[src/rtl/muldiv_unit_if.sv]
// Issue/result bundle between the control unit and the M-extension unit.
// The issuing side drives the i_* signals, the unit drives the o_* signals.
interface muldiv_unit_if #(
    parameter int XLEN  = 32,
    parameter int TAG_W = 5
);
    logic             i_valid;
    logic             o_ready;
    logic [2:0]       i_funct3;
    logic [XLEN-1:0]  i_operand_a;
    logic [XLEN-1:0]  i_operand_b;
    logic [TAG_W-1:0] i_rd_addr;
    logic             i_flush;
    logic             o_valid;
    logic [XLEN-1:0]  o_result;
    logic [TAG_W-1:0] o_rd_addr;

    modport master (
        output i_valid, i_funct3, i_operand_a, i_operand_b, i_rd_addr, i_flush,
        input  o_ready, o_valid, o_result, o_rd_addr
    );

    modport slave (
        input  i_valid, i_funct3, i_operand_a, i_operand_b, i_rd_addr, i_flush,
        output o_ready, o_valid, o_result, o_rd_addr
    );
endinterface

[src/rtl/muldiv_unit.sv]
// Iterative RV32M multiply/divide unit: shift-add multiply, restoring divide,
// magnitudes in the core loop and a final sign fix before the result is shown.
module muldiv_unit #(
    parameter int XLEN  = 32,
    parameter int TAG_W = 5
) (
    input  logic         i_clk,
    input  logic         i_rst,
    muldiv_unit_if.slave bus
);
    localparam int CW = $clog2(XLEN) + 1;
    localparam logic [XLEN-1:0] MIN_VAL = {1'b1, {(XLEN-1){1'b0}}};

    typedef enum logic [1:0] {IDLE, CALC, FIX, DONE} state_t;

    state_t           state, state_nxt;
    logic [XLEN-1:0]  opnd, acc, lo;
    logic [CW-1:0]    cnt;
    logic [2:0]       op;
    logic [TAG_W-1:0] tag;
    logic             neg_q, neg_r;
    logic [XLEN-1:0]  res_q;
    logic [TAG_W-1:0] rd_q;

    logic             accept, last_iter;
    logic             sgn_a, sgn_b, neg_a, neg_b;
    logic [XLEN-1:0]  mag_a, mag_b;
    logic             div_zero, special;
    logic [XLEN-1:0]  spec_res;
    logic [XLEN:0]    mul_sum, div_sh, div_tr;
    logic [2*XLEN-1:0] prod_fix;
    logic [XLEN-1:0]  quo_fix, rem_fix, fix_res;

    assign bus.o_ready   = (state == IDLE);
    assign bus.o_valid   = (state == DONE);
    assign bus.o_result  = res_q;
    assign bus.o_rd_addr = rd_q;

    assign accept    = bus.i_valid && (state == IDLE) && !bus.i_flush;
    assign last_iter = (cnt == CW'(XLEN - 1));

    // Operand decode at accept: signedness, magnitudes and the special cases.
    always_comb begin
        sgn_a    = bus.i_funct3 inside {3'b000, 3'b001, 3'b010, 3'b100, 3'b110};
        sgn_b    = bus.i_funct3 inside {3'b000, 3'b001, 3'b100, 3'b110};
        neg_a    = sgn_a && bus.i_operand_a[XLEN-1];
        neg_b    = sgn_b && bus.i_operand_b[XLEN-1];
        mag_a    = neg_a ? -bus.i_operand_a : bus.i_operand_a;
        mag_b    = neg_b ? -bus.i_operand_b : bus.i_operand_b;
        div_zero = (bus.i_operand_b == '0);
        special  = bus.i_funct3[2] && (div_zero ||
                   (!bus.i_funct3[0] && bus.i_operand_a == MIN_VAL &&
                    bus.i_operand_b == '1));
        if (div_zero)
            spec_res = bus.i_funct3[1] ? bus.i_operand_a : '1;
        else
            spec_res = bus.i_funct3[1] ? '0 : bus.i_operand_a;
    end

    // One loop step and the sign fix-up of the finished magnitudes.
    always_comb begin
        mul_sum  = {1'b0, acc} + (lo[0] ? {1'b0, opnd} : '0);
        div_sh   = {acc, lo[XLEN-1]};
        div_tr   = div_sh - {1'b0, opnd};
        prod_fix = neg_q ? -{acc, lo} : {acc, lo};
        quo_fix  = neg_q ? -lo : lo;
        rem_fix  = neg_r ? -acc : acc;
        if (!op[2])
            fix_res = (op[1:0] == 2'b00) ? prod_fix[XLEN-1:0]
                                         : prod_fix[2*XLEN-1:XLEN];
        else
            fix_res = op[1] ? rem_fix : quo_fix;
    end

    // State register.
    always_ff @(posedge i_clk or posedge i_rst) begin
        if (i_rst) state <= IDLE;
        else       state <= state_nxt;
    end

    // Next state; a flush wins over everything else.
    always_comb begin
        state_nxt = state;
        if (bus.i_flush) begin
            state_nxt = IDLE;
        end else begin
            unique case (state)
                IDLE: if (accept) state_nxt = special ? DONE : CALC;
                CALC: if (last_iter) state_nxt = FIX;
                FIX:  state_nxt = DONE;
                DONE: state_nxt = IDLE;
                default: state_nxt = IDLE;
            endcase
        end
    end

    // Operand capture, iteration datapath and result registers.
    always_ff @(posedge i_clk or posedge i_rst) begin
        if (i_rst) begin
            opnd  <= '0;
            acc   <= '0;
            lo    <= '0;
            cnt   <= '0;
            op    <= '0;
            tag   <= '0;
            neg_q <= 1'b0;
            neg_r <= 1'b0;
            res_q <= '0;
            rd_q  <= '0;
        end else if (accept) begin
            op    <= bus.i_funct3;
            tag   <= bus.i_rd_addr;
            cnt   <= '0;
            acc   <= '0;
            neg_q <= neg_a ^ neg_b;
            neg_r <= neg_a;
            opnd  <= bus.i_funct3[2] ? mag_b : mag_a;
            lo    <= bus.i_funct3[2] ? mag_a : mag_b;
            if (special) begin
                res_q <= spec_res;
                rd_q  <= bus.i_rd_addr;
            end
        end else if (state == CALC) begin
            cnt <= cnt + CW'(1);
            if (!op[2]) begin
                acc <= mul_sum[XLEN:1];
                lo  <= {mul_sum[0], lo[XLEN-1:1]};
            end else begin
                acc <= div_tr[XLEN] ? div_sh[XLEN-1:0] : div_tr[XLEN-1:0];
                lo  <= {lo[XLEN-2:0], ~div_tr[XLEN]};
            end
        end else if (state == FIX && !bus.i_flush) begin
            res_q <= fix_res;
            rd_q  <= tag;
        end
    end
endmodule
[src/flat_wrapper.sv]
// flat-port wrapper written by rule: the top's interface ports become plain ports
module muldiv_unit_flat 
#(
    parameter int XLEN  = 32,
    parameter int TAG_W = 5
)
  (i_clk, i_rst, bus_i_valid, bus_i_funct3, bus_i_operand_a, bus_i_operand_b, bus_i_rd_addr, bus_i_flush, bus_o_ready, bus_o_valid, bus_o_result, bus_o_rd_addr);
  muldiv_unit_if #(.XLEN(XLEN), .TAG_W(TAG_W)) bus_i ();
  input  logic i_clk;
  input  logic i_rst;
  input wire logic [$bits(bus_i.i_valid)-1:0] bus_i_valid;
  input wire logic [$bits(bus_i.i_funct3)-1:0] bus_i_funct3;
  input wire logic [$bits(bus_i.i_operand_a)-1:0] bus_i_operand_a;
  input wire logic [$bits(bus_i.i_operand_b)-1:0] bus_i_operand_b;
  input wire logic [$bits(bus_i.i_rd_addr)-1:0] bus_i_rd_addr;
  input wire logic [$bits(bus_i.i_flush)-1:0] bus_i_flush;
  output wire logic [$bits(bus_i.o_ready)-1:0] bus_o_ready;
  output wire logic [$bits(bus_i.o_valid)-1:0] bus_o_valid;
  output wire logic [$bits(bus_i.o_result)-1:0] bus_o_result;
  output wire logic [$bits(bus_i.o_rd_addr)-1:0] bus_o_rd_addr;
  assign bus_i.i_valid = bus_i_valid;
  assign bus_i.i_funct3 = bus_i_funct3;
  assign bus_i.i_operand_a = bus_i_operand_a;
  assign bus_i.i_operand_b = bus_i_operand_b;
  assign bus_i.i_rd_addr = bus_i_rd_addr;
  assign bus_i.i_flush = bus_i_flush;
  assign bus_o_ready = bus_i.o_ready;
  assign bus_o_valid = bus_i.o_valid;
  assign bus_o_result = bus_i.o_result;
  assign bus_o_rd_addr = bus_i.o_rd_addr;
  muldiv_unit #(.XLEN(XLEN), .TAG_W(TAG_W)) u_core (.i_clk(i_clk), .i_rst(i_rst), .bus(bus_i));
endmodule
[config.mk]
export PLATFORM = sky130hd
export DESIGN_NAME = muldiv_unit_flat
export DESIGN_NICKNAME = d
export VERILOG_FILES = /design/src/rtl/muldiv_unit_if.sv /design/src/rtl/muldiv_unit.sv /design/src/flat_wrapper.sv
export SDC_FILE = /design/constraint.sdc
export NUM_CORES = 1
export LEC_CHECK = 0
export CAP_MARGIN = 10
export CORE_MARGIN = 2
export CORE_UTILIZATION = 55
export CTS_CLUSTER_SIZE = 14
export DETAILED_ROUTE_END_ITERATION = 10
export PLACE_DENSITY = 0.84
export SYNTH_ARGS = -nofsm -noshare
export SYNTH_HDL_FRONTEND = slang
export SYNTH_SLANG_ARGS = --single-unit
[constraint.sdc]
create_clock -name i_clk -period 6.9 [get_ports i_clk]
set_input_delay 1.38 -clock i_clk [delete_from_list [all_inputs] [get_ports i_clk]]
set_output_delay 1.38 -clock i_clk [all_outputs]
set_load 0.02 [all_outputs]
# Word-level counts from Yosys, hierarchy flattened
# Cells that the tools add are included.
# classes
n_addsub	8
n_eq_ne	14
mux	36
bitwise	2
n_reduce_logical	21
# ops
operator	n
$mux 32	24
$neg 32->32	4
$eq 32x32->1 const B	2
$mux 64	1
$neg 64->64	1
$add 32x33->33	1
$sub 33x32->33	1
$logic_not 32->1	1
$mux 5	4
$mux 6	2
$logic_and 1x1->1	8
$mux 2	4
$pmux 2 s4	1
$add 6x1->6 const B	1
$eq 3x3->1 const B	2
$eq 6x5->1 const B	1
$ne 3x2->1 const B	2
$reduce_bool 5->1	1
$eq 2x2->1 const B	2
$logic_not 2->1	2
$reduce_bool 2->1	2
$reduce_bool 4->1	1
$eq 3x1->1 const B	1
$eq 3x2->1 const B	1
10 further kinds	11
# word_totals
reg_bits	151
elab_cells	92

# Depth between registers and ports, before layout
# depth
word_depth	9
ltp_mapped	15
mapped_depth_nobuf	14

# Least setup slack after synthesis
# Ideal clock, no wire load.
# synth_path
path_type	input to register
from	input bus_i_operand_b[14]
to	register u_core.rd_q[0] (netlist: u_core.bus.o_rd_addr[0])
setup_time_ns	0.127
arrival_ns	3.845
required_time_ns	6.773
slack_ns	2.928
cell_stages	10
cell_sequence	or4_1 or3_1 nor3_2 and2_1 and3b_1 buf_2 o21ai_1 o21ai_2 buf_4 mux2_1
# synth_between
elab_chain_len	6
word_cells_on_any_way	7
cone_classes	eq/ne: 2; reduce/logical: 5
# synth_lines
element	line	text
start, declared	flat_wrapper.sv:14	input wire logic [$bits(bus_i.i_operand_b)-1:0] bus_i_operand_b;
$eq 32x32->1	muldiv_unit.sv:53	bus.i_operand_b == '1));
$logic_and 1x1->1	muldiv_unit.sv:52	(!bus.i_funct3[0] && bus.i_operand_a == MIN_VAL &&
$logic_or 1x1->1 (*)	muldiv_unit.sv:51	special = bus.i_funct3[2] && (div_zero ||
$logic_and 1x1->1 (*)	muldiv_unit.sv:51	
$ne 2x2->1 (no source line) (*)	-	
$reduce_and 3->1 (no source line) (*)	-	
end signal, assigned	muldiv_unit.sv:121	rd_q <= bus.i_rd_addr;
end signal, assigned	muldiv_unit.sv:134	rd_q <= tag;
end, declared	muldiv_unit.sv:23	logic [TAG_W-1:0] rd_q;
# Mark *: on every way between the ends. The rest lies on a longest branch, timed or not.
# A chain may end at the register's enable or synchronous reset.

# Worst setup path after layout
# layout_path
from	input bus_i_operand_b[12]
to	register u_core.res_q[17] (netlist: u_core.bus.o_result[17])
# layout_between
elab_chain_len	6
word_cells_on_any_way	10
cone_classes	eq/ne: 2; mux: 3; reduce/logical: 5
# layout_lines
element	line	text
$eq 32x32->1	muldiv_unit.sv:53	
$logic_and 1x1->1	muldiv_unit.sv:52	
$logic_or 1x1->1	muldiv_unit.sv:51	
$logic_and 1x1->1	muldiv_unit.sv:51	
$ne 2x2->1 (no source line)	-	
$reduce_and 3->1 (no source line)	-	
end signal, assigned	muldiv_unit.sv:120	res_q <= spec_res;
end signal, assigned	muldiv_unit.sv:133	res_q <= fix_res;
end, declared	muldiv_unit.sv:22	logic [XLEN-1:0] res_q;
# Several ways; a longest one is shown, not always the timed one. The select of a mux whose other input is x is not followed.

==> results by group <==
Detailed routing
  – Routed vias/inst: between 6 and 7
  – Routed len/inst: 21.7 um
  – DR DRC count: 0
  – Routed Antenna Nets: 0
  – DRT Wirelength: approximately 54,000 um
  – Drt pass-1 iters: 7
  – Vias: 15,984
  – Starting DRT DRC Count: 1,963

Pwr
  – Clock power frac: 0.104
  – Switching part of the total: 0.528
  – Net Sw Power: roughly 0.0046 W
  – Peak supply drop: 0.310 mV
  – P_leak: 6.98 nW
  – Flop pwr share: 0.221
  – Tot Pwr: 0.00868 W
  – Pwr per Cell Area: ~500 nW/um2
  – Logic pwr share: 0.676
  – P_int: 0.00410 W

Setup path
  – CP dominant cell by count: buf_4
  – Crit. End Element: flip-flop
  – R2r endpoint: u_core.acc[18]
  – R2r startpoint: u_core.lo[31]
  – CP Class: in -> reg
  – CP peak stage delay: 800 ps
  – Startpoint type of the worst setup path: primary input
  – Critical path buffers and inverters: 3
  – R2R cell count: 15
  – CP max stage cell: o21ai_4
  – Worst R2R Setup Slack: 2530 ps
  – Worst-path cell chain: clkdlybuf4s50_1 -> or4_1 -> or3_1 -> nor3_2 -> and2_1 -> and3b_1 -> buf_4 -> o21ai_1 -> o21ai_4 -> buf_4 -> nor2_1 -> a41oi_1
  – Worst path required time: 7250 ps
  – CP arrival: 5640 ps
  – Crit path max fanout: 34
  – Family with the most delay on the worst path: simple AND/OR/NAND/NOR gates

GRT
  – First-pass GRT wire length: ~80,000 um
  – Antenna violations before repair: 1
  – GRT Util Overall: 0.361
  – Vias in the first global route: 14,406
  – GR Overflow Total: 0
  – Largest net degree at the start of global routing: 131

Finish
  – Area Growth Syn to Fin: 11.9%
  – Antenna cell count: 0
  – Commonest cells after routing, fill and taps aside: 265 x nand2_1, 185 x o21ai_0, 183 x nor2_1
  – Leading cell type in the layout, fill and taps excluded: nand2_1
  – Share of layout cells above drive strength 1: 0.0411
  – Filler Cell Count: 2,470
  – Nets: 2,234

Clock tree
  – Clock Latency Late Sink: 440 ps
  – CTS Hold Buffers Added: 0
  – Clock Sinks: 151
  – Root cell of the clock tree: clkbuf_16
  – Post-CTS setup buffers: 0
  – Post-CTS resize count: 0
  – Clock Tree Buf Depth: 2
  – Htree depth: 4
  – CTS tree: done
  – CTS Buf Count: 17
  – Worst-path clk slew: 70 ps

Place
  – Setup slack at placement: 1220 ps
  – Hpwl dp: 41,100 um
  – RePlAce Congestion: approximately 1.0
  – Number of port buffers: 114

Logic synthesis
  – Avg Cell Area, Syn: about 7.5 um2
  – Netlist Area Pre-Place: 15,500 um2
  – Post-synthesis register bit count: ~150
  – Syn nets: roughly 2,200
  – Yosys warns: 0
  – Post-synthesis cell count: 2,065
  – Most used flip-flop cell after synthesis: dfrtp_1
  – Synth async-reset ratio: 1.00
  – Synth cell types: 82
  – Post-synth EDFFs: 0
  – Top cell type's share of synthesized area: 0.244
  – Seq/Total Area, Yosys: 0.244
  – Top cells by area, synth: dfrtp_1 24%, nand2_1 6.4%, ha_1 6.0%, o21ai_0 6.0%, xnor2_1 5.8%
  – Synth area leader: dfrtp_1

Die
  – I/O pin total: 115
  – Core Rows: 61
  – Core ar.: 27,700 um2
  – Die area: around 29,000 um2
  – DIE HEIGHT: 172 um
  – Die Span X: 172 um
  – Starting density of the core: 0.558

Min path
  – Hold EP: u_core.tag[4]
  – Hold Path Depth: 2
  – Hold/Removal Path Class: reg -> reg
  – Min-Delay Startpoint: u_core.tag[4]

Timing
  – Slew @ Worst Pin: 1010 ps
  – Setup TNS: 0 ps
  – Crit path time final: 5290 ps
  – RSZ-0062 raised after global routing: no
  – Worst Skew: roughly 11 ps
  – Final Cycle Share: 0.766
  – Fmax: 0.189 GHz
  – Final WS setup: 1610 ps
  – Max_slew headroom: 0.318
  – Final Hold Fails: 0
  – Fin. max-slew vios: 0
  – Setup violations, final: 0

Run status
  – Outcome: complete, no violations

Run
  – Maximum Capacitance Violations: 0
## final cells by class
| cell class | instances | area [um2] | share of cell area |
|---|---|---|---|
| multi-input cells | 1702 | 10900 | 0.629 |
| flip-flops and latches | 151 | 3780 | 0.219 |
| inverters | 72 | 275 | 0.0159 |
| well taps | 378 | 473 | 0.0273 |
| repair buffers | 138 | 1340 | 0.0777 |
| clock buffers | 20 | 457 | 0.0264 |
| clock inverters | 12 | 93.8 | 0.00542 |
## per-stage QoR
| stage | hold WS, ps | cell area, um2 | instances | util |
|---|---|---|---|---|
| 2_1_floorplan | 437 | 15500 | 2065 | - |
| 3_3_place_gp | 450 | 16800 | 2441 | 0.605 |
| 3_5_place_dp | 458 | 16800 | 2441 | 0.605 |
| 4_1_cts | 473 | 17300 | 2473 | 0.625 |
| 5_1_grt | 497 | 17300 | 2473 | 0.625 |
| 6_report | 473 | 17300 | 2473 | 0.625 |
## worst register-to-register path, cell delays in order, from the launching register on
cell and delay, ps:
dfrtp_1 330, buf_4 200, inv_1 210, ha_1 290
fa_1 420, nand2b_1 180, a21oi_1 280, o21a_1 280
o21ai_0 320, and4b_1 310, nor4_2 250, buf_4 550
mux2i_1 360, nand2_1 80, o21ai_1 100, a21oi_1 80
## logic make-up (layout without fill, tap and decap cells)
family,Yosys count,after routing,share of synthesized area
adders and majority gates,106,106,0.0819
buffers and inverters,212,242,0.0542
AOI/OAI and AO/OA,651,651,0.259
DFF,151,151,0.244
and+or+nand+nor,669,669,0.198
muxes,72,72,0.0472
xor gates and xnor gates,204,204,0.116
## worst max-delay path by stage
stage                              from                       to  slack, ps  depth (start not counted)
floorplan                         i_rst            u_core.acc[0]       1460                          1
global placement    bus_i_operand_b[12]  u_core.bus.o_result[17]       1330                         12
detailed placement  bus_i_operand_b[12]  u_core.bus.o_result[17]       1220                         12
CTS                 bus_i_operand_b[12]  u_core.bus.o_result[17]       1690                         12
global route         bus_i_operand_a[2]  u_core.bus.o_result[17]       1300                         11
finish              bus_i_operand_b[12]  u_core.bus.o_result[17]       1610                         12
## per-layer routing
layer / track usage / part of all wire / up-vias
met5: 0 / 0.00024 / -
met1: 0.499 / 0.42 / 7550
met3: 0.0462 / 0.088 / 117
li1: - / - / 7444
met2: 0.581 / 0.46 / 871
met4: 0.127 / 0.033 / 2
## cells in the mapped netlist (all sizes together) (4+ instances only)
| library cell | n |
|---|---|
| nor2b | 13 |
| maj3 | 30 |
| nor2 | 185 |
| o31ai | 27 |
| ha | 74 |
| buf | 39 |
| nand3b | 4 |
| nand3 | 30 |
| nand2 | 265 |
| or2 | 10 |
| a22oi | 19 |
| a21oi | 161 |
| o211ai | 61 |
| a31oi | 28 |
| or4 | 15 |
| a21boi | 7 |
| a21o | 23 |
| xnor2 | 103 |
| or3 | 20 |
| o21bai | 5 |
| nor4 | 19 |
| o31a | 5 |
| and3 | 11 |
| o21a | 5 |
| mux2 | 8 |
| a41oi | 5 |
| o221ai | 6 |
| o22ai | 18 |
| nand2b | 21 |
| nand4 | 25 |
| o21ai | 215 |
| xor2 | 101 |
| dfrtp | 151 |
| and2 | 11 |
| clkbuf | 101 |
| a211oi | 16 |
| nor3 | 28 |
| o41ai | 8 |
| inv | 70 |
| a221oi | 16 |
| mux2i | 64 |
## sequential cells by signal, indices dropped and copies added, names as in the netlist
signal / count
u_core.neg_r: 1
u_core.op: 3
u_core.opnd: 32
u_core.bus.o_rd_addr: 5
u_core.acc: 32
u_core.bus.o_result: 32
u_core.state: 2
u_core.neg_q: 1
u_core.lo: 32
u_core.cnt: 6
u_core.tag: 5
## power groups by stage
stage	clock [W]	sequential [W]	combinational, W
5_1_grt	0.000936	0.00195	0.00637
3_3_place_gp	0	0.00188	0.00561
6_report	0.000899	0.00191	0.00587
4_1_cts	0.000899	0.00188	0.00575
3_5_place_dp	0	0.00189	0.00570
2_1_floorplan	0	0.00169	0.00426
Power figures use the tool's default switching activity.
==> variant 1: new RTL, config.mk and constraints unchanged <==
`XLEN` is set to 32 in 3 places; all go to 16.
--- a/src/rtl/muldiv_unit_if.sv
+++ b/src/rtl/muldiv_unit_if.sv
@@ -1,7 +1,7 @@
 // Issue/result bundle between the control unit and the M-extension unit.
 // The issuing side drives the i_* signals, the unit drives the o_* signals.
 interface muldiv_unit_if #(
-    parameter int XLEN  = 32,
+    parameter int XLEN  = 16,
     parameter int TAG_W = 5
 );
     logic             i_valid;
--- a/src/rtl/muldiv_unit.sv
+++ b/src/rtl/muldiv_unit.sv
@@ -1,7 +1,7 @@
 // Iterative RV32M multiply/divide unit: shift-add multiply, restoring divide,
 // magnitudes in the core loop and a final sign fix before the result is shown.
 module muldiv_unit #(
-    parameter int XLEN  = 32,
+    parameter int XLEN  = 16,
     parameter int TAG_W = 5
 ) (
     input  logic         i_clk,
--- a/src/flat_wrapper.sv
+++ b/src/flat_wrapper.sv
@@ -1,7 +1,7 @@
 // flat-port wrapper written by rule: the top's interface ports become plain ports
 module muldiv_unit_flat 
 #(
-    parameter int XLEN  = 32,
+    parameter int XLEN  = 16,
     parameter int TAG_W = 5
 )
   (i_clk, i_rst, bus_i_valid, bus_i_funct3, bus_i_operand_a, bus_i_operand_b, bus_i_rd_addr, bus_i_flush, bus_o_ready, bus_o_valid, bus_o_result, bus_o_rd_addr);
Ports: changed (resized bus_i_operand_a, bus_i_operand_b and bus_o_result); port bits go from 115 to 67. No check against the original RTL was run, so the function may have changed too.
==> variant 1 against the unedited design <==
Power fell by 47%. Sequential cell count fell by 65. Sequential power fell by 43%. Fmax rose by 13%. Hold slack got worse by 0.00074 ns. Area after synthesis fell by 47%. Cell area fell by 47%. Routed wire length fell by 56%. Synthesized cell count fell by 49%. Via count fell by 50%. Sequential share of layout area rose by 1.8 points. Combinational power fell by 49%. Setup slack improved by 0.60 ns. Register-to-register slack improved by 0.91 ns. Largest power group unchanged. Highest routed layer is now met4.
==> variant 1: results (changes against the unedited design) <==
status=complete, no violations; largest net degree at the start of global routing=68 (-48%); P_seq=1090 uW (-43%); Clock Power Share=0.114 (+0.010); FF+latch count, synth=86 (-43%); share of post-route cells with drive strength above 1=0.0564 (+0.0153); htree depth=3 (-1); number of clock buffers in the layout=10 (-50%); Port Buffers=66 (-42%); comb_multi_in=843 (-50%); HPWL Detailed=17.1 mm (-58%); Lkg Pwr=0.00370 uW (-47%); clk_skew=0.0175 ns (+0.00607 ns); peak fanout along the critical path=36 (+5.9%); Synth top cells by count=nand2_1, o21ai_0, nor2_1; flop2flop setup slack=3.44 ns (+0.91 ns); Seq/Total Area, Yosys=0.264 (+0.0196); Worst-Margin Slew=1.08 ns (+0.0625 ns); clock network area share=0.0344 (+0.00254); sequential share of cell area=0.237 (+0.0180); Total GRT Usage=0.300 (-0.0615); Initial DRC Count=919 (-53%); sink of the worst hold path=u_core.tag[0]$_DFFE_PP0P_; top post-synthesis cells by area=dfrtp_1, o21ai_0, ha_1; largest stage delay on the critical path=0.86 ns (+0.06 ns); Inverters=46 (-36%); Multi-input gate area=5530 um2 (-49%); min-delay src=u_core.tag[0]$_DFFE_PP0P_; Fin Hold WS=0.472 ns (-0.000737 ns)
## variant 1: cell count changes in the layout (fill, tap and decap cells not counted), sizes merged, moves of 31 or more
cell           before  now
xnor2             103   60
dfrtp             151   86
nor2              185  104
ha                 74   43
nand2             265  115
a21oi             161   65
o21ai             215  111
clkdlybuf4s50     113   65
xor2              101   31
o211ai             61   30
## variant 1: how the worst max path moves through the flow
stage / slack (ns) / to / start / depth (start not counted)
6_report: 2.21 / u_core.bus.o_rd_addr[1]$_DFFE_PP0P_ / bus_i_operand_a[2] / 8
2_1_floorplan: 3.30 / u_core.acc[0]$_DFFE_PP0P_ / i_rst / 1
4_1_cts: 2.29 / u_core.bus.o_rd_addr[1]$_DFFE_PP0P_ / bus_i_operand_a[2] / 8
5_1_grt: 1.95 / u_core.bus.o_rd_addr[1]$_DFFE_PP0P_ / bus_i_operand_a[2] / 8
3_3_place_gp: 2.11 / u_core.bus.o_rd_addr[0]$_DFFE_PP0P_ / bus_i_operand_b[8] / 7
3_5_place_dp: 1.92 / u_core.bus.o_rd_addr[1]$_DFFE_PP0P_ / bus_i_operand_a[2] / 8
## variant 1: through the flow
step                      std cells  worst slack (ns)  area [um2]  utilization  total power [uW]
after floorplan                1044              3.30        8150            -              3260
after global placement         1232              2.11        8790        0.605              3960
after detailed placement       1232              1.92        8790        0.605              4030
after CTS                      1248              2.29        9100        0.626              4590
after global routing           1248              1.95        9100        0.626              4990
final                          1248              2.21        9100        0.626              4640
## variant 1: metal layers
metal | vias up | part of all wire | global-route usage
met1 | 3690 | 0.43 | 0.419
li1 | 3787 | - | -
met4 | 0 | 0.035 | 0.105
met2 | 377 | 0.46 | 0.468
met3 | 61 | 0.083 | 0.0569
met5 | - | 0 | 0
==> variant 2: new RTL, same flow settings <==
Made on the original files. Re-encode `state_t` (4 states) as one-hot, 4 bits wide.
--- a/src/rtl/muldiv_unit.sv
+++ b/src/rtl/muldiv_unit.sv
@@ -11,7 +11,7 @@
     localparam int CW = $clog2(XLEN) + 1;
     localparam logic [XLEN-1:0] MIN_VAL = {1'b1, {(XLEN-1){1'b0}}};
 
-    typedef enum logic [1:0] {IDLE, CALC, FIX, DONE} state_t;
+    typedef enum logic [3:0] {IDLE = 4'b0001, CALC = 4'b0010, FIX = 4'b0100, DONE = 4'b1000} state_t;
 
     state_t           state, state_nxt;
     logic [XLEN-1:0]  opnd, acc, lo;
Behaviour: same outputs for any inputs over 4 cycles, from zero or initial values and one cycle with i_rst high; so few cycles prove little.
==> variant 2 against the unedited design <==
Setup slack better by 0.24 ns. Die area up 0.85%. Routed wire length increased by 11%. Area after synthesis grew 0.87%. Sequential cell count increased by 2. Cell area grew 0.99%. Synthesized cell count rose by 0.97%. Critical endpoint is now u_core.bus.o_result[6]$_DFFE_PP0P_. Highest routed layer is now met4.
Power is not compared: it rests on default switching activity, and its combinational part moved more than twofold at a synthesized area within 25%.
==> variant 2: results (changes against the unedited design) <==
router iterations before antenna repair=8 (+1); flop2flop setup slack=2.23 ns (-0.30 ns); GPL Wtd Cong=1.02 (-1.1%); Cell Count, Final, Fillers Out=2,480 (+0.28%); number of global-route vias before repair=15,200 (+5.8%); sink of the worst hold path=u_core.tag[2]$_DFFE_PP0P_; Reg-to-Reg End=u_core.acc[31]$_DFFE_PP0P_; HPWL Detailed=44.2 mm (+7.5%); Final #Nets=2,237 (+0.13%); final worst slack=1.86 ns (+0.245 ns); critical path endpoint=u_core.bus.o_result[6]$_DFFE_PP0P_; Seq/Total Area, Yosys=0.246 (+0.00119); top post-synthesis cells by area=dfrtp_1, nor2_1, o21ai_0; WP data arrival=5.42 ns (-0.22 ns); Fill cells=2,524 (+2.2%); status=complete, no violations; Placed Cells incl. Taps=2,448 (+0.29%); Fin Hold WS=0.474 ns (+0.00111 ns); Placed Area=16,800 um2 (+0.43%); share of post-route cells with drive strength above 1=0.0523 (+0.0113); Initial DRC Count=2,214 (+13%); clk_skew=0.0120 ns (+0.000603 ns); min-delay src=u_core.tag[2]$_DFFE_PP0P_; Worst R2R Start=u_core.lo[0]$_DFFE_PP0P_; Vias=16,700 (+4.5%)
## variant 2: where the power goes
| group | internal [uW] | switching, uW | total (uW) |
|---|---|---|---|
| registers | 1020 | 253 | 1270 |
| logic | 817 | 1360 | 2170 |
| clock network | 622 | 462 | 1080 |
## variant 2: cell families (layout without fill, tap and decap cells)
group,count (synthesis),after routing,synth area share
fa+ha+maj,90,90,0.0703
simple gates,720,720,0.215
xor+xnor,200,200,0.112
compound gates,650,650,0.266
mux,56,56,0.0369
flops,153,153,0.246
buf+inv,216,233,0.0536
## variant 2: per-layer routing
metal,share of wire,GRT usage,vias up
li1,-,-,7550
met1,0.41,0.548,7875
met2,0.41,0.578,1097
met3,0.12,0.110,186
met4,0.055,0.206,0
met5,0,0,-
## variant 2: final cells by class
class                   count  area share
clock buffers              17      0.0243
repair buffers            138      0.0755
well taps                 378      0.0271
clock inverters            15      0.0129
inverters                  63      0.0138
multi-input cells        1716       0.627
flip-flops and latches    153       0.219
